--- config.mk ---
export PLATFORM = sky130hd
export DESIGN_NAME = uart_cmd_arbiter
export DESIGN_NICKNAME = d
export VERILOG_FILES = /design/src/rtl/uart_arb_pkg.sv /design/src/rtl/uart_rr_pick.sv /design/src/rtl/uart_cmd_arbiter.sv
export SDC_FILE = /design/constraint.sdc
export NUM_CORES = 1
export LEC_CHECK = 0
export CAP_MARGIN = 20
export CORE_UTILIZATION = 42
export CTS_CLUSTER_DIAMETER = 150
export DETAILED_ROUTE_END_ITERATION = 6
export PLACE_DENSITY = 0.84
export SLEW_MARGIN = 20
export SYNTH_ARGS = -nofsm -noshare
export SYNTH_HDL_FRONTEND = slang
export SYNTH_HIERARCHICAL = 1
export SYNTH_SLANG_ARGS = --single-unit
--- constraint.sdc ---
create_clock -name clk -period 2.25 [get_ports clk]
set_input_delay 0.3375 -clock clk [delete_from_list [all_inputs] [get_ports clk]]
set_output_delay 0.3375 -clock clk [all_outputs]
set_load 0.005 [all_outputs]
--- src/rtl/uart_arb_pkg.sv ---
// Shared types and constants for the UART command arbiter.
// Command/response widths and the arbiter FSM encoding.
package uart_arb_pkg;

  localparam int CMD_W        = 16;
  localparam int DATA_W       = 8;
  localparam int CMD_READ_BIT = 15;

  typedef enum logic [1:0] {
    IDLE,
    ISSUE,
    WAIT_RSP,
    GAP
  } arb_state_t;

endpackage

--- src/rtl/uart_rr_pick.sv ---
// Combinational round-robin selector.
// Searches from last_grant+1 upward, wrapping modulo NUM_REQ.
module uart_rr_pick #(
  parameter int NUM_REQ = 4,
  parameter int IW      = $clog2(NUM_REQ)
) (
  input  logic [NUM_REQ-1:0] req_vld,
  input  logic [IW-1:0]      last_grant,
  output logic [IW-1:0]      win,
  output logic               any
);

  logic [IW-1:0] idx;

  // Walk from farthest to nearest so the nearest request wins.
  always_comb begin
    any = 1'b0;
    win = '0;
    idx = '0;
    for (int k = NUM_REQ; k >= 1; k--) begin
      idx = IW'((int'(last_grant) + k) % NUM_REQ);
      if (req_vld[idx]) begin
        any = 1'b1;
        win = idx;
      end
    end
  end

endmodule

--- src/rtl/uart_cmd_arbiter.sv ---
// Round-robin arbiter sharing one UART command channel.
// Forwards one command at a time and routes the read response back.
module uart_cmd_arbiter
  import uart_arb_pkg::*;
#(
  parameter int NUM_REQ = 4,
  parameter int TIMEOUT = 1024
) (
  input  logic                       clk,
  input  logic                       rst_n,
  input  logic [NUM_REQ-1:0]         req_vld,
  input  logic [CMD_W*NUM_REQ-1:0]   req_cmd,
  output logic [NUM_REQ-1:0]         req_rdy,
  output logic [NUM_REQ-1:0]         rsp_vld,
  output logic [DATA_W-1:0]          rsp_data,
  output logic                       rsp_err,
  output logic [CMD_W-1:0]           uart_cmd_in,
  output logic                       uart_cmd_vld,
  input  logic                       uart_cmd_rdy,
  input  logic                       uart_read_rdy,
  input  logic [DATA_W-1:0]          uart_read_data,
  output logic                       busy,
  output logic [$clog2(NUM_REQ)-1:0] grant_id
);

  localparam int IW = $clog2(NUM_REQ);
  localparam int CW = $clog2(TIMEOUT);

  arb_state_t state_q, state_d;

  logic [IW-1:0]      last_q, last_d;
  logic [IW-1:0]      gid_d;
  logic [CW-1:0]      cnt_q, cnt_d;
  logic [CMD_W-1:0]   cmd_d;
  logic               vld_d;
  logic [NUM_REQ-1:0] req_rdy_d, rsp_vld_d;
  logic [DATA_W-1:0]  rsp_data_d;
  logic               rsp_err_d;
  logic               busy_d;

  logic [IW-1:0]      win;
  logic               any;
  logic [CMD_W-1:0]   cmds [NUM_REQ];

  for (genvar i = 0; i < NUM_REQ; i++) begin : g_cmd
    assign cmds[i] = req_cmd[i*CMD_W +: CMD_W];
  end

  uart_rr_pick #(
    .NUM_REQ (NUM_REQ)
  ) u_pick (
    .req_vld    (req_vld),
    .last_grant (last_q),
    .win        (win),
    .any        (any)
  );

  always_comb begin
    state_d    = state_q;
    last_d     = last_q;
    gid_d      = grant_id;
    cnt_d      = cnt_q;
    cmd_d      = uart_cmd_in;
    vld_d      = uart_cmd_vld;
    req_rdy_d  = '0;
    rsp_vld_d  = '0;
    rsp_data_d = rsp_data;
    rsp_err_d  = rsp_err;
    unique case (state_q)
      IDLE: begin
        if (any) begin
          cmd_d     = cmds[win];
          vld_d     = 1'b1;
          req_rdy_d = NUM_REQ'(1) << win;
          gid_d     = win;
          last_d    = win;
          state_d   = ISSUE;
        end
      end
      ISSUE: begin
        if (uart_cmd_vld && uart_cmd_rdy) begin
          vld_d   = 1'b0;
          cnt_d   = '0;
          state_d = uart_cmd_in[CMD_READ_BIT] ? WAIT_RSP : GAP;
        end
      end
      WAIT_RSP: begin
        cnt_d = cnt_q + CW'(1);
        // A response in the timeout cycle still wins.
        if (uart_read_rdy) begin
          rsp_vld_d  = NUM_REQ'(1) << grant_id;
          rsp_data_d = uart_read_data;
          rsp_err_d  = 1'b0;
          state_d    = GAP;
        end else if (cnt_q == CW'(TIMEOUT - 1)) begin
          rsp_vld_d  = NUM_REQ'(1) << grant_id;
          rsp_data_d = '0;
          rsp_err_d  = 1'b1;
          state_d    = GAP;
        end
      end
      GAP: begin
        state_d = IDLE;
      end
      default: state_d = IDLE;
    endcase
    busy_d = (state_d != IDLE);
  end

  always_ff @(posedge clk or negedge rst_n) begin
    if (!rst_n) begin
      state_q      <= IDLE;
      last_q       <= IW'(NUM_REQ - 1);
      grant_id     <= '0;
      cnt_q        <= '0;
      uart_cmd_in  <= '0;
      uart_cmd_vld <= 1'b0;
      req_rdy      <= '0;
      rsp_vld      <= '0;
      rsp_data     <= '0;
      rsp_err      <= 1'b0;
      busy         <= 1'b0;
    end else begin
      state_q      <= state_d;
      last_q       <= last_d;
      grant_id     <= gid_d;
      cnt_q        <= cnt_d;
      uart_cmd_in  <= cmd_d;
      uart_cmd_vld <= vld_d;
      req_rdy      <= req_rdy_d;
      rsp_vld      <= rsp_vld_d;
      rsp_data     <= rsp_data_d;
      rsp_err      <= rsp_err_d;
      busy         <= busy_d;
    end
  end

endmodule

After elaboration in Yosys (flattened, before gate mapping)
Index checks and enable logic that the tools add are counted.
- bits in registers: 51
- input port bits: 80
- word-level logic and storage cells: 79
- $add $sub $neg: 5
- magnitude comparators: 5
- equality and inequality tests: 6
- shifts and indexed selects: 2
- mux-type cells: 39
- bitwise gates (word level): 1
- reduce and logical (&&, ||, !) cells: 10
- operators by type and width (cell ; number):
    binary-select mux 16 bit (select 2 bit) ; 1
    2-to-1 mux 16 bit ; 2
    2-to-1 mux 4 bit ; 5
    one-hot mux 10 bit (2 select lines) ; 1
    2-to-1 mux 2 bit ; 8
    2-to-1 mux 8 bit ; 2
    2-to-1 mux 1 bit ; 13
    < comparator 2 x 3 -> 1 bit, second input constant ; 4
    adder 10 x 1 -> 10 bit, second input constant ; 1
    equality test 10 bit, second input constant ; 1
    2-to-1 mux 10 bit ; 1
    binary-select mux 1 bit (select 2 bit) ; 4
    one-hot mux 2 bit (4 select lines) ; 1
    nonzero test 2 bit ; 4
    left shift 1 x 2 -> 4 bit, first input constant ; 2
    AND reduction 2 bit ; 3
    adder 2 x 1 -> 2 bit, second input constant ; 2
    adder 2 bit, second input constant ; 2
    equality test 2 bit, second input constant ; 2
    inequality test 2 bit, second input constant ; 2
    >= comparator 3 bit, second input constant ; 1
    inverter 2 -> 3 bit ; 1
    AND reduction 3 bit ; 1
    equality test 2 x 1 -> 1 bit, second input constant ; 1
    other kinds (3) ; 3

Longest topological paths before layout
Gate-level depths: netlist of the first run.
- depth after elaboration: 11
- gate-level depth with buffers: 6
- gate-level depth less buffers: 5

Hierarchy
Netlist of the first run, hierarchy kept.
- modules (own cells, without submodules) (module ; instances ; cells an instance ; area an instance (um2) ; sequential area each (um2)):
    uart_cmd_arbiter ; 1 ; 182 ; 2513.7 ; 1278.7
    uart_rr_pick ; 1 ; 14 ; 91.3 ; 0.0

Least setup slack after synthesis of the first run
Ideal clock, no wire load.
- path type: reg-to-reg
- start: reg last_q[1]
- end: reg uart_cmd_in[2]
- library setup time: 0.125 ns
- arrival time: 1.976 ns
- required time: 2.125 ns
- setup slack: 0.149 ns
- stages on the path, launching flop included: 7
- buffers on the path: 1
- period minus slack after synthesis: 2.101 ns
- path through: dfstp_2 > nand2b_1 > a21oi_2 > o221ai_2 > buf_6 > mux4_2 > mux2_2
- word-level cells in the longest chain between the ends: 11
- elaborated cells between the ends (all ways): 25
- classes of those cells: add/sub: 4; mux: 19; bitwise: 1; reduce/logical: 1
- RTL lines (what ; line ; source):
    start, declared ; uart_cmd_arbiter.sv:31 ; logic [IW-1:0] last_q, last_d;
    start signal, assigned ; uart_cmd_arbiter.sv:113 ; last_q <= IW'(NUM_REQ - 1);
    start signal, assigned ; uart_cmd_arbiter.sv:125 ; last_q <= last_d;
    adder 2 x 1 -> 2 bit ; uart_rr_pick.sv:21 ; idx = IW'((int'(last_grant) + k) % NUM_REQ);
    binary-select mux 1 bit (select 2 bit) ; uart_rr_pick.sv:22 ; if (req_vld[idx]) begin
    2-to-1 mux 1 bit (not written as such) ; uart_rr_pick.sv:22 ;
    2-to-1 mux 2 bit (3 in a row) ; uart_rr_pick.sv:22 ;
    2-to-1 mux 2 bit * ; uart_rr_pick.sv:22 ;
    net win[0] ; uart_cmd_arbiter.sv:41 ; logic [IW-1:0] win;
    inverter 2 -> 3 bit (not written as such) * ; uart_cmd_arbiter.sv:72 ; cmd_d = cmds[win];
    binary-select mux 16 bit (select 2 bit) * ; uart_cmd_arbiter.sv:72 ;
    2-to-1 mux 16 bit (not written as such) * (2 in a row) ; uart_cmd_arbiter.sv:72 ;
    end signal, assigned ; uart_cmd_arbiter.sv:128 ; uart_cmd_in <= cmd_d;
    end, declared ; uart_cmd_arbiter.sv:17 ; output logic [CMD_W-1:0] uart_cmd_in,
The timed path passes the listed nets; every way through them passes the cells marked *. The select of a mux whose other input is x is not followed.
A chain may end at the register's enable or synchronous reset.

Worst setup path in the final report of the first run
- start: reg last_q[1]
- end: reg uart_cmd_in[4]
Same word-level chain as after synthesis.

==> results of run 1 <==
-- report_power, final --
| part | internal (mW) | total (mW) | switching (mW) |
|---|---|---|---|
| Combinational | 1.27 | 1.95 | 0.681 |
| Clock | 0.217 | 0.536 | 0.319 |
| Sequential | 1.26 | 1.54 | 0.281 |
| Total | 2.75 | 4.03 | 1.28 |
-- area by class of cell --
class                   instances  area share
multi-input cells             128      0.3092
clock buffers                   5     0.01723
flip-flops and latches         51      0.3202
inverters                       5    0.004699
well taps                      75     0.02350
clock inverters                 3    0.005013
repair buffers                128      0.3202
-- stage by stage --
step / utilization / setup TNS [ns]
after floorplan: - / 0
after global placement: 0.6525 / -2.947
after detailed placement: 0.6525 / -4.017
after CTS: 0.6693 / 0
after global routing: 0.6706 / -0.02020
final: 0.6706 / 0
-- per-layer routing --
metal | vias to the layer above | share of wire | track usage
li1 | 997 | - | -
met1 | 1086 | 0.40 | 0.2638
met2 | 67 | 0.53 | 0.3754
met3 | 7 | 0.050 | 0.04607
met4 | 0 | 0.012 | 0.06964
met5 | - | 0 | 0
-- Yosys cell counts (4+ instances only) --
cell type / number
sky130_fd_sc_hd__nand2_1: 15
sky130_fd_sc_hd__mux2_2: 18
sky130_fd_sc_hd__a21oi_1: 4
sky130_fd_sc_hd__buf_2: 4
sky130_fd_sc_hd__nand4_1: 4
sky130_fd_sc_hd__buf_6: 4
sky130_fd_sc_hd__o21ai_0: 7
sky130_fd_sc_hd__inv_1: 5
sky130_fd_sc_hd__o2bb2ai_1: 8
sky130_fd_sc_hd__dfrtp_1: 49
sky130_fd_sc_hd__nor2_1: 4
sky130_fd_sc_hd__mux4_2: 15
sky130_fd_sc_hd__nand2b_1: 5
sky130_fd_sc_hd__nand3_1: 8
-- worst max path at each step --
stage / to / slack [ns] / cells after the start
final: uart_cmd_in[4] / 0.08 / 6
after global routing: uart_cmd_in[2] / -0.009 / 6
after CTS: uart_cmd_in[1] / 0.04 / 6
after detailed placement: uart_cmd_in[1] / -0.30 / 7
after global placement: uart_cmd_in[1] / -0.21 / 7
after floorplan: uart_cmd_in[2] / 0.15 / 6
-- cell families after synthesis --
group	after synthesis	share of synthesized area
XOR/XNOR	1	0.003363
AND/OR/NAND/NOR	54	0.1311
flip-flops	51	0.4909
multiplexers	37	0.2291
AO/OA/AOI/OAI	35	0.09991
buffers and inverters	17	0.04083
adder cells (fa/ha/maj)	1	0.004802
-- sequential cells by signal (all words and copies together), names as in the netlist --
| name | count |
|---|---|
| rsp_vld | 4 |
| last_q | 2 |
| uart_cmd_vld | 1 |
| busy | 1 |
| rsp_err | 1 |
| rsp_data | 8 |
| cnt_q | 10 |
| grant_id | 2 |
| state_q | 2 |
| uart_cmd_in | 16 |
| req_rdy | 4 |
==> flow_summary.ini, run 1 <==
[outcome]
run_status = complete, no violations

[synthesis]
ys_seq_area_frac = 0.4909
netlist-cell-type-count = 46
yosysWarningCount = 6
ys_async_sr_fraction = 1.000
synthFlopType = sky130_fd_sc_hd__dfrtp_1
average_size_of_a_mapped_cell_um2 = 13.29
synth_largest_area_cell = sky130_fd_sc_hd__dfrtp_1
mappedNetlistNets = 277
syn_inst = 196
synth_seq_cells = 51
synth_top_cell_area_share = 0.4707
cell_area_after_technology_mapping_mm2 = 0.002605
synth_top_cells_by_area = sky130_fd_sc_hd__dfrtp_1 47%, sky130_fd_sc_hd__mux4_2 13%, sky130_fd_sc_hd__mux2_2 7.8%
synth_enable_flop_cells = 0

[worst_hold_path]
hold_path_class = input pin to async pin

[clocking]
clk_path_buf_depth = 2
sinks_on_clock_net = 51
cts_htree_levels = 2
cts_repair_resize_count = 1
cts_made_buffers = 5
insertion_delay_ns = 0.31
tritoncts = built
root_buffer = sky130_fd_sc_hd__clkbuf_8
cts_post_setup_buffers_inserted = 0
clk_transition_reported_paths_ns = 0.09
post_cts_hold_buffer_count = 0

[worst_setup_path]
r2r-end = uart_cmd_in[4]
cp.buffers_inverters = 1
setup.worst_path.class = flip-flop to flip-flop
ff_to_ff_start = last_q[1]
critPathMaxFanout = 7
worstPathCellList = nand2b_1 -> a21oi_2 -> o221ai_4 -> buf_6 -> mux4_2 -> mux2_2
critical-path-max-stage-delay_ns = 0.61
ff2ff_setup_slack_ns = 0.08
startpoint_type = flip-flop
worstSetupEndpointType = flip-flop
crit_slowest_cell = sky130_fd_sc_hd__dfstp_2
worstSetupStartpoint = last_q[1]
path_delay_family = multiplexers
worst_ep_arrival_time_ns = 2.37
timing.critical_path.required_ns = 2.45
logic_depth_of_the_worst_register_to_register_path = 6

[route]
drtAntennaViolNets = 0
drt_pre_antenna_iters = 4
drt_wl_total_mm = 6.375
routed-via-count = 2157
routed_wire_length_per_instance_um = 16.14
detail_route.vias_per_cell = 5.461
remaining_drc_errors = 0
drtIter0Drc = 107

[floorplanning]
die_height_um = 80.76
die-area_mm2 = 0.006521
die-width_um = 80.76
top_level_ports = 117
floorplan.initialDensity = 0.4374
coreArea_mm2 = 0.005956
core.rowCount = 28

[layout]
synthesis_to_layout_area_growth_pct = 53.31
fillers = 464
register_area_mm2 = 0.001279
layout.nets = 400
antenna-diode-count = 0
share_of_layout_cells_above_drive_strength_1 = 0.2000
final_common_cell = sky130_fd_sc_hd__clkdlybuf4s50_1
finish.cell_count_without_fillers = 395
multiInputGateArea_mm2 = 0.001235
most-common-layout-cells = 115 x sky130_fd_sc_hd__clkdlybuf4s50_1, 49 x sky130_fd_sc_hd__dfrtp_1, 18 x sky130_fd_sc_hd__mux2_2
postLayoutCellArea_mm2 = 0.003994

[grt]
maximum_number_of_pins_on_one_net_before_global_route_repair = 52
gr-usage-all-layers = 0.2145
number_of_antenna_violations_at_the_first_check_in_global_routing = 0
globalRoute.totalOverflow = 0
grt_pass1_wl_mm = 10.41
grt_pass1_vias = 2174

[timing]
setup_viol = 0
max-slew-margin-rel = 0.5692
final_critical_path_setup_slack_ns = 0.07898
hold_viol = 0
finalCriticalPeriod_ns = 2.171
worst_slew_pin_slew_ns = 0.6462
drv_slew = 0
min_period_over_period = 0.9649
fin_skew_ns = 0.006640
grt_setup_unrepaired = yes
timing.fmax_mhz = 460.6
fin_worst_hold_slack_ns = 0.1287

[job]
drv.max_cap_violation_count = 0

[place]
post-place-ws_ns = -0.2988
placement_cell_area_mm2 = 0.003886
portBuffers = 116
dp_cells = 387
place.detailed.hpwl_mm = 4.800
globalplace.congestion = 0.7595

[power_and_ir_drop]
report.power.total_mw = 4.028
irDropWorstVdd_mv = 0.5461
leakage_nw = 1.616
power.density_cell_area_mw_per_mm2 = 1008
No activity file was read; power rests on OpenSTA's default activity.
==> run 2, diff against run 1 <==
--- a/config.mk
+++ b/config.mk
@@ -9,6 +9,7 @@
 export CORE_UTILIZATION = 42
 export CTS_CLUSTER_DIAMETER = 150
 export DETAILED_ROUTE_END_ITERATION = 6
+export GPL_ROUTABILITY_DRIVEN = 0
 export PLACE_DENSITY = 0.84
 export SLEW_MARGIN = 20
 export SYNTH_ARGS = -nofsm -noshare
==> constraint.sdc (replaced) <==
create_clock -name clk -period 2.25 [get_ports clk]
set_input_delay 0.3375 -clock clk [delete_from_list [all_inputs] [get_ports clk]]
set_output_delay 0.3375 -clock clk [all_outputs]
set_load 0.02 [all_outputs]
==> results of run 2 <==
Same layout as run 1 (identical final DEF). Status: complete, no violations.
Among the figures that moved: total power 4.028 mW -> 4.339 mW; worst IR drop on VDD 0.5461 mV -> 0.6024 mV
==> run 3, diff against run 2 <==
--- a/config.mk
+++ b/config.mk
@@ -11,7 +11,6 @@
 export DETAILED_ROUTE_END_ITERATION = 6
 export GPL_ROUTABILITY_DRIVEN = 0
 export PLACE_DENSITY = 0.84
-export SLEW_MARGIN = 20
 export SYNTH_ARGS = -nofsm -noshare
 export SYNTH_HDL_FRONTEND = slang
 export SYNTH_HIERARCHICAL = 1
==> results of run 3 <==
Same layout as run 1 (identical final DEF). Status: complete, no violations.
Among the figures that moved: total power 4.028 mW -> 4.339 mW; worst IR drop on VDD 0.5461 mV -> 0.6024 mV
